--- src/rtl/perceptron_sum_stage.sv ---
// Perceptron sum stage: per-slot signed dot product of weights with +/-1 history plus bias,
// in a two-stage valid/ready pipeline that can be flushed on a misprediction.
module perceptron_sum_stage #(
   parameter int THETA = 29
) (
   input  logic         i_fire,
   input  logic         rst,
   input  logic         i_valid,
   output logic         o_ready,
   input  logic [287:0] i_weights_288,
   input  logic [7:0]   i_ghr_8,
   input  logic         i_flush,
   output logic         o_valid,
   input  logic         i_ready,
   output logic [3:0]   o_predict_4,
   output logic [47:0]  o_sums_48,
   output logic [3:0]   o_lowConf_4,
   output logic [7:0]   o_ghr_8
);

   localparam logic signed [12:0] THETA_POS = 13'(THETA);
   localparam logic signed [12:0] THETA_NEG = -THETA_POS;

   logic       s1_valid_reg;
   logic       s2_valid_reg;
   logic [7:0] s1_ghr_reg;
   logic [7:0] s2_ghr_reg;

   logic s2_accept;
   logic s1_advance;
   logic s1_load;
   logic s2_load;

   // Handshake is purely combinational so a downstream stall propagates back in the same cycle.
   always_comb begin
      s2_accept  = !s2_valid_reg || i_ready;
      s1_advance = s1_valid_reg && s2_accept;
      o_ready    = (!s1_valid_reg || s2_accept) && !i_flush;
      s1_load    = i_valid && o_ready;
      s2_load    = s1_advance && !i_flush;
   end

   always_ff @(posedge i_fire or negedge rst) begin
      if (!rst) begin
         s1_valid_reg <= 1'b0;
         s2_valid_reg <= 1'b0;
         s1_ghr_reg   <= '0;
         s2_ghr_reg   <= '0;
      end else if (i_flush) begin
         s1_valid_reg <= 1'b0;
         s2_valid_reg <= 1'b0;
      end else begin
         if (s1_load) begin
            s1_valid_reg <= 1'b1;
            s1_ghr_reg   <= i_ghr_8;
         end else if (s1_advance) begin
            s1_valid_reg <= 1'b0;
         end

         if (s2_load) begin
            s2_valid_reg <= 1'b1;
            s2_ghr_reg   <= s1_ghr_reg;
         end else if (i_ready) begin
            s2_valid_reg <= 1'b0;
         end
      end
   end

   assign o_valid = s2_valid_reg;
   assign o_ghr_8 = s2_ghr_reg;

   genvar gi, gj;
   generate
      for (gi = 0; gi < 4; gi++) begin : g_slot
         logic signed [11:0] term [8];
         logic signed [11:0] bias_ext;
         logic signed [11:0] part_a_next;
         logic signed [11:0] part_b_next;
         logic signed [11:0] s1_part_a_reg;
         logic signed [11:0] s1_part_b_reg;
         logic signed [11:0] sum_next;
         logic signed [12:0] sum_wide;
         logic               lowconf_next;
         logic signed [11:0] s2_sum_reg;
         logic               s2_predict_reg;
         logic               s2_lowconf_reg;

         // A zero history bit negates the weight; 12 bits leave room for +128.
         for (gj = 0; gj < 8; gj++) begin : g_term
            logic [7:0]         w;
            logic signed [11:0] w_ext;
            assign w       = i_weights_288[gi*72 + gj*8 +: 8];
            assign w_ext   = {{4{w[7]}}, w};
            assign term[gj] = i_ghr_8[gj] ? w_ext : -w_ext;
         end

         assign bias_ext    = {{4{i_weights_288[gi*72 + 71]}}, i_weights_288[gi*72 + 64 +: 8]};
         assign part_a_next = term[0] + term[1] + term[2] + term[3];
         assign part_b_next = term[4] + term[5] + term[6] + term[7] + bias_ext;

         assign sum_next     = s1_part_a_reg + s1_part_b_reg;
         assign sum_wide     = {sum_next[11], sum_next};
         assign lowconf_next = (sum_wide >= THETA_NEG) && (sum_wide <= THETA_POS);

         always_ff @(posedge i_fire or negedge rst) begin
            if (!rst) begin
               s1_part_a_reg  <= '0;
               s1_part_b_reg  <= '0;
               s2_sum_reg     <= '0;
               s2_predict_reg <= 1'b0;
               s2_lowconf_reg <= 1'b0;
            end else begin
               if (s1_load) begin
                  s1_part_a_reg <= part_a_next;
                  s1_part_b_reg <= part_b_next;
               end
               if (s2_load) begin
                  s2_sum_reg     <= sum_next;
                  s2_predict_reg <= ~sum_next[11];
                  s2_lowconf_reg <= lowconf_next;
               end
            end
         end

         assign o_sums_48[gi*12 +: 12] = s2_sum_reg;
         assign o_predict_4[gi]        = s2_predict_reg;
         assign o_lowConf_4[gi]        = s2_lowconf_reg;
      end
   endgenerate

endmodule
--- config.mk ---
export PLATFORM = sky130hd
export DESIGN_NAME = perceptron_sum_stage
export DESIGN_NICKNAME = d
export VERILOG_FILES = /design/src/rtl/perceptron_sum_stage.sv
export SDC_FILE = /design/constraint.sdc
export NUM_CORES = 1
export LEC_CHECK = 0
export CAP_MARGIN = 20
export CORE_AREA = 4 4 222 224
export CTS_CLUSTER_SIZE = 20
export DETAILED_ROUTE_END_ITERATION = 10
export DIE_AREA = 0 0 226 228
export GPL_ROUTABILITY_DRIVEN = 0
export PLACE_DENSITY_LB_ADDON = 0.15
export SKIP_CTS_REPAIR_TIMING = 1
export SLEW_MARGIN = 40
export SYNTH_ARGS = -nofsm -noshare
export SYNTH_HDL_FRONTEND = slang
export SYNTH_SLANG_ARGS = --single-unit
--- constraint.sdc ---
create_clock -name i_fire -period 2.8 [get_ports i_fire]
set_input_delay 0.28 -clock i_fire [delete_from_list [all_inputs] [get_ports i_fire]]
set_output_delay 0.28 -clock i_fire [all_outputs]
set_load 0.1 [all_outputs]
# --- After elaboration in Yosys (flattened, before gate mapping) ---
# Cells that the tools add are included.
# W data, S select, Z words.
totals:
  elab_cells: 156
  ff_bits: 170
  latch_bits: 0
  ram_bits: 0
  mem_bits_ro: 0
  n_memories: 0
  in_bits: 301
classes:
  muxes: 38
  magnitude_cmp: 8
  n_eq_ne: 0
  bitwise: 5
  n_reduce_logical: 17
  addsub: 64
  div: 0
  multipliers: 0
  n_shift: 0
op_table:
  columns: ["cell", "count"]
  rows:
  - ["$mux W12", 32]
  - ["$neg A8 Y12", 32]
  - ["$add A12 B12 Y12", 28]
  - ["$add A12 B8 Y12", 4]
  - ["$ge A12 B6 Y1 const B", 4]
  - ["$le A12 B6 Y1 const B", 4]
  - ["$logic_and A1 B1 Y1", 8]
  - ["$mux W1", 6]
  - ["$reduce_bool A3 Y1", 2]
  - ["$not A1 Y1", 5]
  - ["$reduce_and A2 Y1", 2]
  - ["$logic_not A1 Y1", 3]
  - ["$logic_or A1 B1 Y1", 2]

# --- Longest topological paths before layout ---
depth:
  ltp_word: 7
  depth_mapped: 18

# --- Least setup slack after synthesis ---
# Ideal clock, no wire load.
synth_timing:
  path_kind: "input to register"
  startpoint: "in i_ghr_8[7]"
  endpoint: "reg g_slot[3].s1_part_b_reg[11]"
  arrival_ps: 4769
  setup_ps: 83
  stages: 18
  t_required_ps: 2717
  setup_slack_ps: -2051
  path_buffers: 3
  cell_sequence: "clkbuf_1 -> clkbuf_1 -> buf_1 -> nor2_1 -> xor2_1 -> fa_1 -> inv_1 -> fa_1 -> fa_1 -> inv_1 -> ha_1 -> nor2b_1 -> o21ai_1 -> a21boi_0 -> or4_1 -> a311o_1 -> xnor3_1 -> o21ai_0"
synth_via:
  elab_chain_cells: 3
synth_lines:
  columns: ["element", "line_no", "rtl"]
  rows:
  - ["start, declared", "11", "input logic [7:0] i_ghr_8,"]
  - ["$mux W12", "94", "assign term[gj] = i_ghr_8[gj] ? w_ext : -w_ext;"]
  - ["$add A12 B12 Y12", "99", "assign part_b_next = term[4] + term[5] + term[6] + term[7] + bias_ext;"]
  - ["$add A12 B8 Y12", "99", null]
  - ["end signal, assigned", "115", "s1_part_b_reg <= part_b_next;"]
  - ["end, declared", "80", "logic signed [11:0] s1_part_b_reg;"]
# Every way passes these cells.
# A chain may end at the register's enable or synchronous reset.

# --- Final worst setup path ---
layout_timing:
  startpoint: "in i_weights_288[126]"
  endpoint: "reg g_slot[1].s1_part_b_reg[9]"
layout_via:
  elab_chain_cells: 5
layout_lines:
  columns: ["element", "line_no", "rtl"]
  rows:
  - ["start, declared", "10", "input logic [287:0] i_weights_288,"]
  - ["$neg A8 Y12", "94", null]
  - ["$mux W12 *", "94", null]
  - ["$add A12 B12 Y12 * (2 in a row)", "99", null]
  - ["$add A12 B8 Y12 *", "99", null]
  - ["end signal, assigned", "115", null]
  - ["end, declared", "80", null]
# Mark *: on every way between the ends. The rest lies on a longest branch, timed or not.

==> metrics.txt <==
CP Class=input pin to flip-flop; critical path endpoint=g_slot[1].s1_part_b_reg[9]; setup slack, reg-to-reg=about 110 ps; PD cells=approximately 1000 nW/um^2; final net count=~4500; fin crit share=145%; Clock transition at path regs=80 ps; row count=80; CP bufs+invs=3; P_int=around 19 mW; Die ar.=between 50000 and 60000 sq um; vias in the first global route=roughly 24000; global-route wire length before repair=roughly 120000 um; violated checks=setup timing; overall power=37.4 mW; main flop type after synthesis=dfrtp_1; Async SR Flop Fraction=100%; VDD IR-drop max=roughly 0.67 mV; Chip Width=226 um; Leak=between 15 and 20 nW; RSZ-0062 raised after global routing=true; Switching Fraction=49.8%; First-pass DRT Iterations=7; Worst Path Required=between 3000 and 4000 ps; ranking of synthesized cells by area=fa_1, dfrtp_1, ha_1; DP Wirelength=approximately 63000 um; Comb power frac=between 80% and 90%; max-cap viol count=0; commonest cells after routing, fill and taps aside=buf_4, inv_1, nand2_1; distinct cell type count after synthesis=between 70 and 80; IO Count=around 370; DRC violations left=0; Initial Utilization=49.3%; CTS Buf Count=17; H-tree depth=4; worst reg2reg path depth=10; FMAX=approximately 250 MHz; Synth Instances=~2800; post-synth top area share=18.9%; final instance area=between 30000 and 40000 sq um; via count=24000; fraction of layout cells with a size suffix above 1=a little under two fifths; clk buf depth=2; Synth area leader=fa_1; largest net degree at the start of global routing=a little over 80; status=complete, but fails checks; Final Hold Fails=0; initial antenna violation count=1; clock skew=17.2 ps; Avg WL per Cell=about 19 um; synthesized cell area=roughly 23000 sq um; Top delay family on crit path=adder cells; worst-margin pin slew=roughly 650 ps; setup tns final=-41850 ps; flops & latches, synth=170; leading cell type in the layout, fill and taps excluded=buf_4; fin cells=4424; critical path startpoint=i_weights_288[126]; Clock power frac=approximately 6.3%; CTS tree=yes; setup ws final=-1260 ps; All-Layer GR Usage=approximately 28%; FF-to-FF End=g_slot[2].s2_lowconf_reg; worst endpoint data arrival time=approximately 4400 ps; NetSw=between 15 and 20 mW; worst hold slack=roughly 320 ps; endpoint class of the critical path=flip-flop; crit-path most repeated cell=fa_1; Finish-stage setup viols=70; pre-CTS WS=-2280 ps; Max Transition Viols Final=0; area post-placement=~33000 sq um; syn nets=roughly 3500; final wirelength=approximately 82000 um; Synthesis Warnings=0; WHS Path Cells=4; CP Max Fanout=3; post-route ant nets=0; core area=~47000 sq um; worst skew pair latency=~440 ps; I/O Buffers=around 370; Hold Crit Class=input pin to flip-flop; slowest stage delay, CP=about 540 ps; CTS sink count=170; number of flops mapped to enable cells by yosys=0; CP max-delay cell=fa_1; Layout area overhead=58.0%; synthesized area per cell=roughly 8.3 sq um; DP Cell Count=around 4300; clock root cell=clkbuf_16; FF-to-FF Start=g_slot[2].s1_part_a_reg[0]; Die Y=228 um; register share of total power=roughly an eighth; grt total ovfl=0; Via density=5.43; critical path, cell by cell=clkdlybuf4s50_1, nor4_2, a21oi_2, xor2_1, fa_1, inv_1, fa_1, fa_1, inv_1, ha_1, or3_4, a311oi_4, nor2_1, xor2_1, mux2_4; Final Util=77.9%; Crit path depth=15; DR iter-0 viols=between 1000 and 1500; startpoint types=input pin; Slew headroom=between 50% and 60%; Final min period=between 4000 and 5000 ps; sequential fraction of the synthesis area=between 10% and 20%
## routing by layer
layer / global-route usage, % / vias to the layer above / share of wire (%)
li1: - / 11200 / -
met1: 33.5 / 11700 / 38
met2: 51.1 / 842 / 52
met3: 2.92 / 290 / 4.9
met4: 8.15 / 0 / 5.3
met5: 0 / - / 0
## worst min-delay path by stage
stage          slack, ps                         end  startpoint
3_3_place_gp         350                  o_ghr_8[1]         rst
5_1_grt              320               s1_ghr_reg[6]  i_ghr_8[6]
3_5_place_dp         360                  o_ghr_8[2]         rst
4_1_cts             -110                  o_ghr_8[2]         rst
2_1_floorplan        -20  g_slot[0].s1_part_a_reg[0]         rst
6_report             320               s1_ghr_reg[6]  i_ghr_8[6]
## cells in the mapped netlist, types with 28 or more instances
master	instances
a31oi_1	57
or3_1	30
ha_1	168
clkbuf_1	51
nand2_1	306
inv_1	428
xor2_1	99
nand3_1	36
nor3b_1	28
mux2_2	30
a21oi_1	152
o21ai_0	153
a21o_1	36
xnor2_1	204
fa_1	220
dfrtp_1	170
nor3_1	94
nor2_1	207
## area by class of cell
| type | instances | area (sq um) |
|---|---|---|
| repair buffers | 1051 | 9430 |
| multi-input cells | 2127 | 20200 |
| well taps | 615 | 769 |
| flip-flops and latches | 170 | 4260 |
| inverters | 428 | 1650 |
| fillers | 2896 | 10500 |
| clock buffers | 17 | 425 |
| clock inverters | 15 | 199 |
| diodes | 1 | 2.50 |
## kinds of logic (layout without fill, tap and decap cells)
group	Yosys count	after routing	share of synthesized area, %
AND/OR/NAND/NOR	834	834	16.7
AO/OA/AOI/OAI	541	541	14.2
buffers and inverters	513	1511	8.39
adder cells (fa/ha/maj)	388	388	27.9
XOR/XNOR	311	311	12.1
flip-flops	170	170	18.2
multiplexers	53	53	2.43
other	0	1	0
## tightest hold or removal path, cell delays in order
cell       delay, ps
buf_12           130
clkbuf_16        140
nand2_1           90
nand2_1           80
## power by group through the flow
stage	sequential, mW	clock, mW	combinational [mW]
floorplan	6.51	0	14.4
global placement	4.47	0	24.8
detailed placement	4.51	0	25.5
CTS	4.46	2.42	25.7
global route	4.56	2.54	33.1
finish	4.48	2.37	30.6
Note: power is estimated with default switching activity, not from simulation.
